## src/rtl/mips_ctrl_pkg.sv

```systemverilog
// Shared encodings for the multicycle MIPS control unit.
// J/JAL constants exist only when MC_JUMP_EN is defined.
package mips_ctrl_pkg;

    localparam logic [5:0] OPC_RTYPE = 6'h00;
    localparam logic [5:0] OPC_BEQ   = 6'h04;
    localparam logic [5:0] OPC_BNE   = 6'h05;
    localparam logic [5:0] OPC_ADDI  = 6'h08;
    localparam logic [5:0] OPC_ANDI  = 6'h0c;
    localparam logic [5:0] OPC_ORI   = 6'h0d;
    localparam logic [5:0] OPC_LUI   = 6'h0f;
    localparam logic [5:0] OPC_LW    = 6'h23;
    localparam logic [5:0] OPC_SW    = 6'h2b;
`ifdef MC_JUMP_EN
    localparam logic [5:0] OPC_J     = 6'h02;
    localparam logic [5:0] OPC_JAL   = 6'h03;
`endif

    typedef enum logic [3:0] {
        ST_FETCH    = 4'd0,
        ST_DECODE   = 4'd1,
        ST_EXEC     = 4'd2,
        ST_ALU_WB   = 4'd3,
        ST_MEM_ADDR = 4'd4,
        ST_MEM_RD   = 4'd5,
        ST_MEM_WB   = 4'd6,
        ST_MEM_WR   = 4'd7,
        ST_BRANCH   = 4'd8,
        ST_JUMP     = 4'd9,
        ST_TRAP     = 4'd10
    } state_t;

    localparam logic [2:0] ALU_ADD   = 3'b000;
    localparam logic [2:0] ALU_SUB   = 3'b001;
    localparam logic [2:0] ALU_LUI   = 3'b010;
    localparam logic [2:0] ALU_ADDI  = 3'b100;
    localparam logic [2:0] ALU_ORI   = 3'b101;
    localparam logic [2:0] ALU_ANDI  = 3'b110;
    localparam logic [2:0] ALU_RTYPE = 3'b111;

    localparam logic [1:0] SRCB_REG    = 2'b00;
    localparam logic [1:0] SRCB_FOUR   = 2'b01;
    localparam logic [1:0] SRCB_IMM    = 2'b10;
    localparam logic [1:0] SRCB_IMM_SH = 2'b11;

    localparam logic [1:0] PC_ALU     = 2'b00;
    localparam logic [1:0] PC_ALUOUT  = 2'b01;
    localparam logic [1:0] RD_RT      = 2'b00;
    localparam logic [1:0] RD_RD      = 2'b01;
    localparam logic [1:0] M2R_ALUOUT = 2'b00;
    localparam logic [1:0] M2R_MDR    = 2'b01;
`ifdef MC_JUMP_EN
    localparam logic [1:0] PC_JUMP    = 2'b10;
    localparam logic [1:0] RD_RA      = 2'b10;
    localparam logic [1:0] M2R_PC     = 2'b10;
`endif

endpackage

```

## src/rtl/mc_output_decode.sv

```systemverilog
// Combinational control-line decode from FSM state and latched opcode.
// JUMP-state outputs are produced only when MC_JUMP_EN is defined.
module mc_output_decode
    import mips_ctrl_pkg::*;
#(
    parameter int ALUOP_W = 3,
    parameter int OP_W    = 6
) (
    input  logic               i_reset,
    input  state_t             i_state,
    input  logic [OP_W-1:0]    i_op_q,
    input  logic               i_mem_ready,
    output logic               o_ir_write,
    output logic               o_pc_write,
    output logic               o_iord,
    output logic               o_mem_read,
    output logic               o_mem_write,
    output logic               o_reg_write,
    output logic               o_alu_src_a,
    output logic               o_branch_eq,
    output logic               o_branch_ne,
    output logic [1:0]         o_alu_src_b,
    output logic [1:0]         o_pc_source,
    output logic [1:0]         o_reg_dst,
    output logic [1:0]         o_mem_to_reg,
    output logic [ALUOP_W-1:0] o_alu_op,
    output logic               o_instr_done,
    output logic               o_illegal_op
);

    localparam logic [OP_W-1:0] L_RTYPE = OP_W'(OPC_RTYPE);
    localparam logic [OP_W-1:0] L_ADDI  = OP_W'(OPC_ADDI);
    localparam logic [OP_W-1:0] L_ANDI  = OP_W'(OPC_ANDI);
    localparam logic [OP_W-1:0] L_ORI   = OP_W'(OPC_ORI);
    localparam logic [OP_W-1:0] L_LUI   = OP_W'(OPC_LUI);
    localparam logic [OP_W-1:0] L_BEQ   = OP_W'(OPC_BEQ);
    localparam logic [OP_W-1:0] L_BNE   = OP_W'(OPC_BNE);
`ifdef MC_JUMP_EN
    localparam logic [OP_W-1:0] L_JAL   = OP_W'(OPC_JAL);
`endif

    logic [2:0] w_alu_code;

    always_comb begin
        o_ir_write   = 1'b0;
        o_pc_write   = 1'b0;
        o_iord       = 1'b0;
        o_mem_read   = 1'b0;
        o_mem_write  = 1'b0;
        o_reg_write  = 1'b0;
        o_alu_src_a  = 1'b0;
        o_branch_eq  = 1'b0;
        o_branch_ne  = 1'b0;
        o_alu_src_b  = SRCB_REG;
        o_pc_source  = PC_ALU;
        o_reg_dst    = RD_RT;
        o_mem_to_reg = M2R_ALUOUT;
        w_alu_code   = ALU_ADD;
        o_instr_done = 1'b0;
        o_illegal_op = 1'b0;
        // Reset overrides everything so an in-flight write is cancelled in the reset cycle
        if (!i_reset) begin
            case (i_state)
                ST_FETCH: begin
                    o_mem_read  = 1'b1;
                    o_alu_src_b = SRCB_FOUR;
                    o_ir_write  = i_mem_ready;
                    o_pc_write  = i_mem_ready;
                end
                ST_DECODE: o_alu_src_b = SRCB_IMM_SH;
                ST_EXEC: begin
                    o_alu_src_a = 1'b1;
                    o_alu_src_b = (i_op_q == L_RTYPE) ? SRCB_REG : SRCB_IMM;
                    case (i_op_q)
                        L_RTYPE: w_alu_code = ALU_RTYPE;
                        L_ADDI:  w_alu_code = ALU_ADDI;
                        L_ORI:   w_alu_code = ALU_ORI;
                        L_ANDI:  w_alu_code = ALU_ANDI;
                        L_LUI:   w_alu_code = ALU_LUI;
                        default: w_alu_code = ALU_ADD;
                    endcase
                end
                ST_ALU_WB: begin
                    o_reg_write  = 1'b1;
                    o_reg_dst    = (i_op_q == L_RTYPE) ? RD_RD : RD_RT;
                    o_instr_done = 1'b1;
                end
                ST_MEM_ADDR: begin
                    o_alu_src_a = 1'b1;
                    o_alu_src_b = SRCB_IMM;
                end
                ST_MEM_RD: begin
                    o_iord     = 1'b1;
                    o_mem_read = 1'b1;
                end
                ST_MEM_WB: begin
                    o_reg_write  = 1'b1;
                    o_mem_to_reg = M2R_MDR;
                    o_instr_done = 1'b1;
                end
                ST_MEM_WR: begin
                    o_iord       = 1'b1;
                    o_mem_write  = 1'b1;
                    o_instr_done = i_mem_ready;
                end
                ST_BRANCH: begin
                    o_alu_src_a  = 1'b1;
                    w_alu_code   = ALU_SUB;
                    o_pc_source  = PC_ALUOUT;
                    o_branch_eq  = (i_op_q == L_BEQ);
                    o_branch_ne  = (i_op_q == L_BNE);
                    o_instr_done = 1'b1;
                end
`ifdef MC_JUMP_EN
                ST_JUMP: begin
                    o_pc_source  = PC_JUMP;
                    o_pc_write   = 1'b1;
                    o_instr_done = 1'b1;
                    if (i_op_q == L_JAL) begin
                        o_reg_write  = 1'b1;
                        o_reg_dst    = RD_RA;
                        o_mem_to_reg = M2R_PC;
                    end
                end
`endif
                ST_TRAP: o_illegal_op = 1'b1;
                default: ;
            endcase
        end
    end

    assign o_alu_op = ALUOP_W'(w_alu_code);

endmodule

```

## src/rtl/multicycle_control.sv

```systemverilog
// Multicycle MIPS control FSM: state register, opcode latch and next-state logic.
// Define MC_JUMP_EN to decode J/JAL; otherwise they trap as illegal opcodes.
//
// state     | meaning
// FETCH     | read instruction, PC+4; waits on MemReady
// DECODE    | latch opcode, compute branch target
// EXEC      | ALU op for R-type / immediate instructions
// ALU_WB    | write ALU result to register file
// MEM_ADDR  | compute load/store address
// MEM_RD    | data read; waits on MemReady
// MEM_WB    | write loaded data to register file
// MEM_WR    | data write; waits on MemReady
// BRANCH    | compare and conditionally redirect PC
// JUMP      | jump / jump-and-link
// TRAP      | illegal opcode, held until reset
module multicycle_control
    import mips_ctrl_pkg::*;
#(
    parameter int ALUOP_W = 3,
    parameter int OP_W    = 6
) (
    input  logic               clk,
    input  logic               reset,
    input  logic [OP_W-1:0]    OP,
    input  logic               MemReady,
    output logic               IRWrite,
    output logic               PCWrite,
    output logic               IorD,
    output logic               MemRead,
    output logic               MemWrite,
    output logic               RegWrite,
    output logic               ALUSrcA,
    output logic               BranchEQ,
    output logic               BranchNE,
    output logic [1:0]         ALUSrcB,
    output logic [1:0]         PCSource,
    output logic [1:0]         RegDst,
    output logic [1:0]         MemtoReg,
    output logic [ALUOP_W-1:0] ALUOp,
    output logic               InstrDone,
    output logic               IllegalOp
);

    localparam logic [OP_W-1:0] L_RTYPE = OP_W'(OPC_RTYPE);
    localparam logic [OP_W-1:0] L_ADDI  = OP_W'(OPC_ADDI);
    localparam logic [OP_W-1:0] L_ANDI  = OP_W'(OPC_ANDI);
    localparam logic [OP_W-1:0] L_ORI   = OP_W'(OPC_ORI);
    localparam logic [OP_W-1:0] L_LUI   = OP_W'(OPC_LUI);
    localparam logic [OP_W-1:0] L_LW    = OP_W'(OPC_LW);
    localparam logic [OP_W-1:0] L_SW    = OP_W'(OPC_SW);
    localparam logic [OP_W-1:0] L_BEQ   = OP_W'(OPC_BEQ);
    localparam logic [OP_W-1:0] L_BNE   = OP_W'(OPC_BNE);
`ifdef MC_JUMP_EN
    localparam logic [OP_W-1:0] L_J     = OP_W'(OPC_J);
    localparam logic [OP_W-1:0] L_JAL   = OP_W'(OPC_JAL);
`endif

    state_t          r_state;
    logic [OP_W-1:0] r_op_q;

    always_ff @(posedge clk) begin
        if (reset) begin
            r_state <= ST_FETCH;
            r_op_q  <= '0;
        end else begin
            case (r_state)
                ST_FETCH:  if (MemReady) r_state <= ST_DECODE;
                ST_DECODE: begin
                    r_op_q <= OP;
                    // Decode straight from OP: r_op_q is not valid until the next state
                    case (OP)
                        L_RTYPE, L_ADDI, L_ORI, L_ANDI, L_LUI: r_state <= ST_EXEC;
                        L_LW, L_SW:                            r_state <= ST_MEM_ADDR;
                        L_BEQ, L_BNE:                          r_state <= ST_BRANCH;
`ifdef MC_JUMP_EN
                        L_J, L_JAL:                            r_state <= ST_JUMP;
`endif
                        default:                               r_state <= ST_TRAP;
                    endcase
                end
                ST_EXEC:     r_state <= ST_ALU_WB;
                ST_MEM_ADDR: r_state <= (r_op_q == L_SW) ? ST_MEM_WR : ST_MEM_RD;
                ST_MEM_RD:   if (MemReady) r_state <= ST_MEM_WB;
                ST_MEM_WR:   if (MemReady) r_state <= ST_FETCH;
                ST_TRAP:     r_state <= ST_TRAP;
                default:     r_state <= ST_FETCH;
            endcase
        end
    end

    mc_output_decode #(
        .ALUOP_W (ALUOP_W),
        .OP_W    (OP_W)
    ) u_output_decode (
        .i_reset      (reset),
        .i_state      (r_state),
        .i_op_q       (r_op_q),
        .i_mem_ready  (MemReady),
        .o_ir_write   (IRWrite),
        .o_pc_write   (PCWrite),
        .o_iord       (IorD),
        .o_mem_read   (MemRead),
        .o_mem_write  (MemWrite),
        .o_reg_write  (RegWrite),
        .o_alu_src_a  (ALUSrcA),
        .o_branch_eq  (BranchEQ),
        .o_branch_ne  (BranchNE),
        .o_alu_src_b  (ALUSrcB),
        .o_pc_source  (PCSource),
        .o_reg_dst    (RegDst),
        .o_mem_to_reg (MemtoReg),
        .o_alu_op     (ALUOp),
        .o_instr_done (InstrDone),
        .o_illegal_op (IllegalOp)
    );

endmodule

```

## config.mk

```make
export PLATFORM = sky130hd
export DESIGN_NAME = multicycle_control
export DESIGN_NICKNAME = d
export VERILOG_FILES = /design/src/rtl/mips_ctrl_pkg.sv /design/src/rtl/mc_output_decode.sv /design/src/rtl/multicycle_control.sv
export SDC_FILE = /design/constraint.sdc
export NUM_CORES = 1
export LEC_CHECK = 0
export BUFFER_PORTS_ARGS = -buffer_cell sky130_fd_sc_hd__buf_2
export CORE_UTILIZATION = 32
export CTS_CLUSTER_DIAMETER = 200
export DETAILED_ROUTE_END_ITERATION = 10
export PLACE_DENSITY = 0.54
export SLEW_MARGIN = 20
export SYNTH_ARGS = -nofsm -noshare
export SYNTH_HDL_FRONTEND = slang
export SYNTH_SLANG_ARGS = --single-unit
```

## constraint.sdc

```tcl
create_clock -name clk -period 2.2 [get_ports clk]
set_input_delay 0.44 -clock clk [delete_from_list [all_inputs] [get_ports clk]]
set_output_delay 0.44 -clock clk [all_outputs]
set_load 0.01 [all_outputs]
```

# --- Yosys cells after proc, flatten, opt, wreduce, memory -nomap -nowiden ---
# Index checks and enable logic that the tools add are counted.
# W data, S select, Z words.
classes:
  muxes: 39
  reduce_logical: 12
  n_eq_ne: 27
op_table:
  columns: ["op", "count"]
  rows:
  - ["$eq A6 B4 Y1 const B", 8]
  - ["$pmux W4 S7", 1]
  - ["$eq A6 B3 Y1 const B", 4]
  - ["$mux W1", 22]
  - ["$eq A6 B6 Y1 const B", 3]
  - ["$eq A4 B3 Y1 const B", 4]
  - ["$pmux W3 S5", 1]
  - ["$mux W2", 7]
  - ["$logic_not A6 Y1", 2]
  - ["$mux W4", 3]
  - ["$pmux W4 S3", 1]
  - ["$reduce_or A2 Y1", 5]
  - ["$eq A4 B2 Y1 const B", 2]
  - ["$eq A4 B4 Y1 const B", 2]
  - ["$pmux W2 S4", 1]
  - ["$ne A2 B2 Y1 const B", 3]
  - ["$pmux W3 S2", 1]
  - ["$reduce_or A3 Y1", 2]
  - ["$reduce_or A5 Y1", 1]
  - ["$eq A4 B1 Y1 const B", 1]
  - ["$logic_not A4 Y1", 1]
  - ["$mux W3", 1]
  - ["$reduce_and A3 Y1", 1]
  - ["$pmux W1 S2", 1]
word_totals:
  regBits: 10
  input_bits: 9

# --- Longest topological paths before layout ---
# Gate-level depths: netlist (run 1).
depth:
  ltp_word: 4
  depth_mapped: 5
  ltp_nobuf: 4

# --- Cells and area by module ---
# A second synthesis (run 1) with hierarchy kept.
unflattened:
  cells_unflattened: 118
  hier_area_um2: 893.4
by_module_without_submodules:
  columns: ["mod", "n_inst", "cells_per_inst", "area_per_inst_um2", "seq_area_each_um2"]
  rows:
  - ["multicycle_control", 1, 58, 523.0, 200.2]
  - ["mc_output_decode", 1, 60, 370.4, 0.0]

# --- Least setup slack after synthesis (run 1) ---
# Ideal clock, no wire load.
synth_timing:
  path_type: "register to output"
  start: "register r_state[1]"
  end: "output port BranchEQ"
  arrival_ns: 1.507
  path_stages_with_launch: 6
  setup_slack_ns: 0.253
  path_buffers: 2
  cell_sequence: "dfxtp_1 buf_6 clkbuf_1 nor4_1 nand3_1 nor2_1"
synth_via:
  elab_chain_cells: 3
synth_rtl:
  columns: ["element", "line_no", "rtl"]
  rows:
  - ["from (decl)", "multicycle_control.sv:58", "state_t r_state;"]
  - ["from (signal assigned)", "multicycle_control.sv:82", "ST_MEM_ADDR: r_state <= (r_op_q == L_SW) ? ST_MEM_WR : ST_MEM_RD;"]
  - ["$eq A4 B4 Y1", "mc_output_decode.sv:63", "case (i_state)"]
  - ["$mux W1", "mc_output_decode.sv:63", null]
  - ["$mux W1", "mc_output_decode.sv:62", "if (!i_reset) begin"]
  - ["to (decl)", "multicycle_control.sv:33", "output logic BranchEQ,"]
# No other way between the ends.

# --- Worst setup path after layout (run 1) ---
layout_timing:
  start: "register r_state[0]"
  end: "output port ALUOp[0]"
layout_via:
  elab_chain_cells: 3
layout_rtl:
  columns: ["element", "line_no", "rtl"]
  rows:
  - ["$eq A4 B4 Y1 / $eq A4 B2 Y1 (equally long branches)", "mc_output_decode.sv:63", null]
  - ["$pmux W3 S2 (*)", "mc_output_decode.sv:63", null]
  - ["$mux W3 (*)", "mc_output_decode.sv:62", null]
  - ["to (decl)", "multicycle_control.sv:39", "output logic [ALUOP_W-1:0] ALUOp,"]
# Every way passes the cells marked *; elsewhere a longest branch is shown, timed or not.

==> out/qor.yml, run 1 <==
outcome:
  status: "complete, but fails checks"
  violations: "negative setup slack"
final_layout:
  area_delta_synth_final_pct: 25.3
  multi_input_area_sq_um: 612
  antennaDiodeCount: 0
  fin_area_sq_mm: 0.00111
  finalCoreUtilization: 0.436
  register_area_sq_um: 201
  nFillCells: 266
  layout-drive-gt1-share: 0.333
  fin_cells: 177
  nets: 157
global_routing:
  grt_max_degree: 20
  grt_pass1_vias: 793
  grtUsageTotal: 0.166
  grt_pass1_wl_mm: 3.51
  overflow: 0
  antenna_found_initial: 0
clock_tree:
  htree_levels: 1
  clock_tree.root_cell: "clkbuf_4"
  clock_path_buffers: 2
  cts_made_buffers: 3
  clk_latency_ps: 270
  cts_tree: "yes"
  cts_sinks: 10
  clkTransAtPathRegs_ps: 70
  cts_hold_buf: 0
timing:
  setup_ws_ps: -0.841
  whs_ps: 413
  fmax_ghz: 0.454
  hold_violations: 0
  report.final.slew_viol_count: 0
  min_period_over_period: 1.00
  fin_skew_ps: 3.32
  rsz0062_at_grt: "yes"
  setup_violations: 1
  period_minus_slack_ps: 2200
worst_setup_path:
  crit_chain: "nand2b_4 -> or2_4 -> or4b_4 -> o22ai_1 -> buf_2"
  arrival_ps: 1760
  critPathBufInv: 1
  start_kind: "flop"
  required_ps: 1760
  crit_path_max_incr_delay_ps: 490
  cp_max_fo: 5
  path_class: "reg -> out"
  worstSetupEndpointType: "output port"
  path_delay_family: "simple AND/OR/NAND/NOR gates"
  slowest_stage: "or4b_4"
die:
  io-pin-count: 31
  coreArea_sq_mm: 0.00254
  die_area_sq_mm: 0.00298
  die_h_microns: 54.6
  die_w_microns: 54.6
  std_cell_rows: 18
  start_util: 0.348
yosys:
  ys_warn_count: 0
  syn_area_sq_um: 885
  ys_ff_latch: 10
  ys_seq_area_frac: 0.226
  async_flop_share: 0
  synthCells: 117
  ys_dominant_reg_cell: "dfxtp_1"
  synth_edf_count: 0
  synth_cell_type_count: 43
  synth.avg_cell_area_sq_um: 7.56
route:
  routed.top_layer: "met4"
  m1WireLength_mm: 1.13
  viasPerCell: 5.25
  drt_pre_antenna_iters: 4
  drc: 0
  wl_met2_microns: 945
  drtIter0Drc: 18
  wire_per_inst_microns: 12.6
  wl_mm: 2.23
  vias: 930
  drtAntennaViolNets: 0
  route.met3.wl_microns: 104
power:
  powerDensity_mw_per_mm2: 487
  ir_drop_mv: 0.320
  cellLeakagePower_nw: 0.512
  total_power_uw: 540
place:
  placed_cell_area_sq_mm: 0.00105
  gp_congestion: 0.789
  dp_hpwl_mm: 1.71
  dp_cells: 172
  port-buffer-count: 27
min_path:
  hp-class: "in -> reg"
run:
  cap_violations: 0
## through the flow
stage | TNS [ps] | setup slack, ps
after floorplan | 0 | 253
after global placement | 0 | 151
after detailed placement | 0 | 126
after CTS | -15.5 | -10.3
after global routing | -191 | -74.2
final | -0.841 | -0.841
## flip-flops by register name, indices dropped and copies added, names as in the netlist
register,flops
r_state,4
r_op_q,6
## cells by family (layout without fill, tap and decap cells)
kind of cell | Yosys count | count (layout) | share of synthesized area
flops | 10 | 10 | 0.226
other cells | 1 | 3 | 0.00424
compound gates | 19 | 19 | 0.151
mux | 7 | 7 | 0.0792
xor+xnor | 3 | 3 | 0.0297
simple gates | 61 | 61 | 0.412
buf+inv | 16 | 44 | 0.0976
## area by class of cell
type                    instances  share of cell area
clock buffers                   4              0.0327
inverters                       4              0.0135
multi-input cells              93               0.552
flip-flops and latches         10               0.182
well taps                      30              0.0339
repair buffers                 36               0.186
## worst min-delay path: cells and delay by family
kind                   cells  cell delay (ps)
buffers and inverters      1               80
and+or+nand+nor            1               70
muxes                      1               60
## cell usage in the layout, fill, tap and decap left out, types with 2 or more instances in the layout
master / instances
dfxtp_1: 9
conb_1: 3
nor3_1: 8
nor2b_1: 3
buf_4: 8
buf_2: 27
nor2_1: 19
xor2_1: 2
nand3b_1: 2
inv_1: 4
nand2b_1: 5
nand2_1: 4
nor4_1: 4
o21ai_0: 3
mux2i_1: 7
clkbuf_4: 3
and3_1: 3
a21oi_1: 4
## synth_stat cells, drive strengths merged, types with 2 or more instances
library cell | n | area [sq um]
nor4 | 4 | 25.0
nand2b | 6 | 45.0
o21ai | 3 | 15.0
buf | 8 | 56.3
nand3b | 2 | 15.0
dfxtp | 10 | 200
clkbuf | 4 | 15.0
inv | 4 | 15.0
nand2 | 4 | 15.0
nor2 | 19 | 71.3
nor2b | 4 | 25.0
and3 | 3 | 18.8
mux2i | 7 | 70.1
xor2 | 2 | 17.5
a21oi | 5 | 25.0
nor3 | 9 | 50.1
## layer usage
metal / vias up / track usage
li1: 474 / -
met1: 424 / 0.215
met2: 27 / 0.268
met3: 5 / 0.0167
met4: 0 / 0.0897
met5: - / 0
## path summary, 6_finish.rpt
check,slack (ps),end,depth (start not counted),from
worst max register to register,580,r_state[1],5,r_state[2]
worst max-delay path,-0.8,ALUOp[0],5,r_state[0]
worst min register to register,540,r_op_q[4],2,r_op_q[4]
worst min-delay path,410,r_op_q[3],3,OP[3]
## timing repair
action / CTS / global route
endpoints found under the hold margin: 0 / 0
pin swaps: 1 / 1
setup endpoints to repair: 2 / 3
gates resized for setup: 4 / 0
setup buffers: 0 / 1
## report_power, final
| part | switching (mW) | leakage (nW) | total (mW) | internal [mW] |
|---|---|---|---|---|
| logic | 0.0887 | 0.409 | 0.168 | 0.0794 |
| registers | 0.0136 | 0.0818 | 0.206 | 0.192 |
| clock network | 0.0655 | 0.0210 | 0.166 | 0.101 |
| total | 0.168 | 0.512 | 0.540 | 0.372 |
(Power assumes the default switching activity.)
==> run 2, diff against run 1 <==
--- a/config.mk
+++ b/config.mk
@@ -6,6 +6,7 @@
 export NUM_CORES = 1
 export LEC_CHECK = 0
 export BUFFER_PORTS_ARGS = -buffer_cell sky130_fd_sc_hd__buf_2
+export CORE_MARGIN = 10
 export CORE_UTILIZATION = 32
 export CTS_CLUSTER_DIAMETER = 200
 export DETAILED_ROUTE_END_ITERATION = 10
==> out/qor.yml, run 2 (synthesized netlist as in run 1, its figures left out) <==
outcome:
  status: "finished, final reports clean"
clock_tree:
  cts_tree: "yes"
  clock_tree.root_cell: "clkbuf_4"
  cts_sinks: 10
  clkTransAtPathRegs_ps: 70
  cts_hold_buf: 0
  cts_made_buffers: 3
  htree_levels: 1
  clock_path_buffers: 2
  clk_latency_ps: 270
worst_setup_path:
  start_kind: "flop"
  path_class: "reg -> out"
  worstSetupEndpointType: "output port"
  ff2ff_setup_slack_ps: 550
  reg2regPathDepth: 5
  timing.rr.end: "r_state[1]"
  required_ps: 1760
  cp_max_fo: 4
  arrival_ps: 1710
  r2r-start: "r_state[2]"
route:
  wire_per_inst_microns: 13.9
  wl_mm: 2.51
  drc: 0
  viasPerCell: 5.22
  drtIter0Drc: 52
  vias: 939
  drtAntennaViolNets: 0
  drt_pre_antenna_iters: 4
timing:
  report.final.slew_viol_count: 0
  whs_ps: 429
  tns_ps: 0
  min_period_over_period: 0.979
  fin_skew_ps: 7.70
  setup_violations: 0
  hold_violations: 0
  rsz0062_at_grt: "yes"
  fmax_ghz: 0.464
  period_minus_slack_ps: 2150
power:
  swShare: 0.308
  powerDensity_mw_per_mm2: 481
  seqPwrFrac: 0.380
  p_switching_uw: 168
  cellLeakagePower_nw: 0.525
  pwr-share-comb: 0.319
  p_int_uw: 377
  ir_drop_mv: 0.290
  power_frac_clock: 0.301
final_layout:
  register_area_sq_um: 203
  antennaDiodeCount: 0
  top_regs: "r_op_q x6, r_state x4"
  fin_area_sq_mm: 0.00113
  nFillCells: 288
  final_cell_mix: "buf_2, nor2_1, buf_4"
  largest_reg_flops: 6
  largest-register: "r_op_q"
  layout-drive-gt1-share: 0.356
  area_delta_synth_final_pct: 28.0
  nets: 159
  fin_cells: 180
  multi_input_area_sq_um: 618
  mostFrequentLayoutCell: "buf_2"
min_path:
  hold_end: "r_op_q[3]"
  whs_path_depth: 3
  hp-class: "in -> reg"
  min-delay-start: "OP[3]"
global_routing:
  grt_pass1_vias: 937
  grt_max_degree: 20
  antenna_found_initial: 0
  grtUsageTotal: 0.0956
  overflow: 0
  grt_pass1_wl_mm: 4.20
place:
  port-buffer-count: 27
  dp_hpwl_mm: 1.91
  placed_cell_area_sq_mm: 0.00105
  dp_cells: 173
  gp_congestion: 0.808
die:
  die_area_sq_mm: 0.00527
  die_w_microns: 72.6
  start_util: 0.326
  die_h_microns: 72.6
  io-pin-count: 31
  std_cell_rows: 19
  coreArea_sq_mm: 0.00271
run:
  cap_violations: 0
-- run 2: changes by cell type in the layout (fill, tap and decap cells not counted) --
cell,delta
o22ai_1,-1
dfxtp_2,+1
buf_4,+2
dfxtp_1,-1
o22ai_2,+1
-- run 2: timing repair --
| item | 4_1_cts | 5_1_grt |
|---|---|---|
| gates resized for setup | 3 | 3 |
| pin swaps | 1 | 0 |
| endpoints found under the hold margin | 0 | 0 |
| setup endpoints to repair | 3 | 5 |
| buffers inserted | 3 | 0 |
-- run 2: stage by stage --
stage,utilization,total power [mW],setup slack [ps]
after CTS,0.416,0.551,17.9
final,0.418,0.545,46.3
after global placement,0.389,0.373,145
after detailed placement,0.389,0.374,140
after global routing,0.418,0.586,-33.2
after floorplan,-,0.323,253
-- run 2: power by group through the flow --
stage               sequential, mW  clock, mW  combinational, mW
floorplan                    0.206          0              0.117
global placement             0.210          0              0.163
detailed placement           0.210          0              0.164
CTS                          0.206      0.172              0.173
global route                 0.209      0.182              0.194
finish                       0.207      0.164              0.174
-- run 2: critical path, stage by stage (launching register included) --
cell and delay (ps):
dfxtp_2 320, nand2b_4 140, or2_4 240, or4b_4 500
o22ai_2 100, buf_2 150
-- run 2: final cells by class --
| type | instances | share of cell area |
|---|---|---|
| Sequential cell | 10 | 0.179 |
| Tap cell | 31 | 0.0343 |
| Multi-Input combinational cell | 93 | 0.546 |
| Timing Repair Buffer | 38 | 0.196 |
| Clock buffer | 4 | 0.0320 |
| Inverter | 4 | 0.0133 |
-- run 2: worst max path at each step --
| stage | startpoint | end | slack, ps | cells after the start |
|---|---|---|---|---|
| floorplan | r_state[1] | BranchEQ | 250 | 5 |
| global placement | reset | ALUOp[2] | 140 | 5 |
| detailed placement | reset | ALUOp[2] | 140 | 5 |
| CTS | r_state[0] | ALUOp[2] | 20 | 5 |
| global route | r_state[0] | ALUOp[0] | -30 | 5 |
| finish | r_state[0] | ALUOp[0] | 50 | 5 |
-- run 2: layer usage --
layer | up-vias | wire length (microns) | share of wire | GRT usage
met5 | - | 0 | 0 | 0
met4 | 0 | 14 | 0.0056 | 0.0380
met3 | 2 | 225 | 0.090 | 0.0422
met2 | 26 | 1140 | 0.46 | 0.155
met1 | 430 | 1120 | 0.45 | 0.107
li1 | 481 | - | - | -
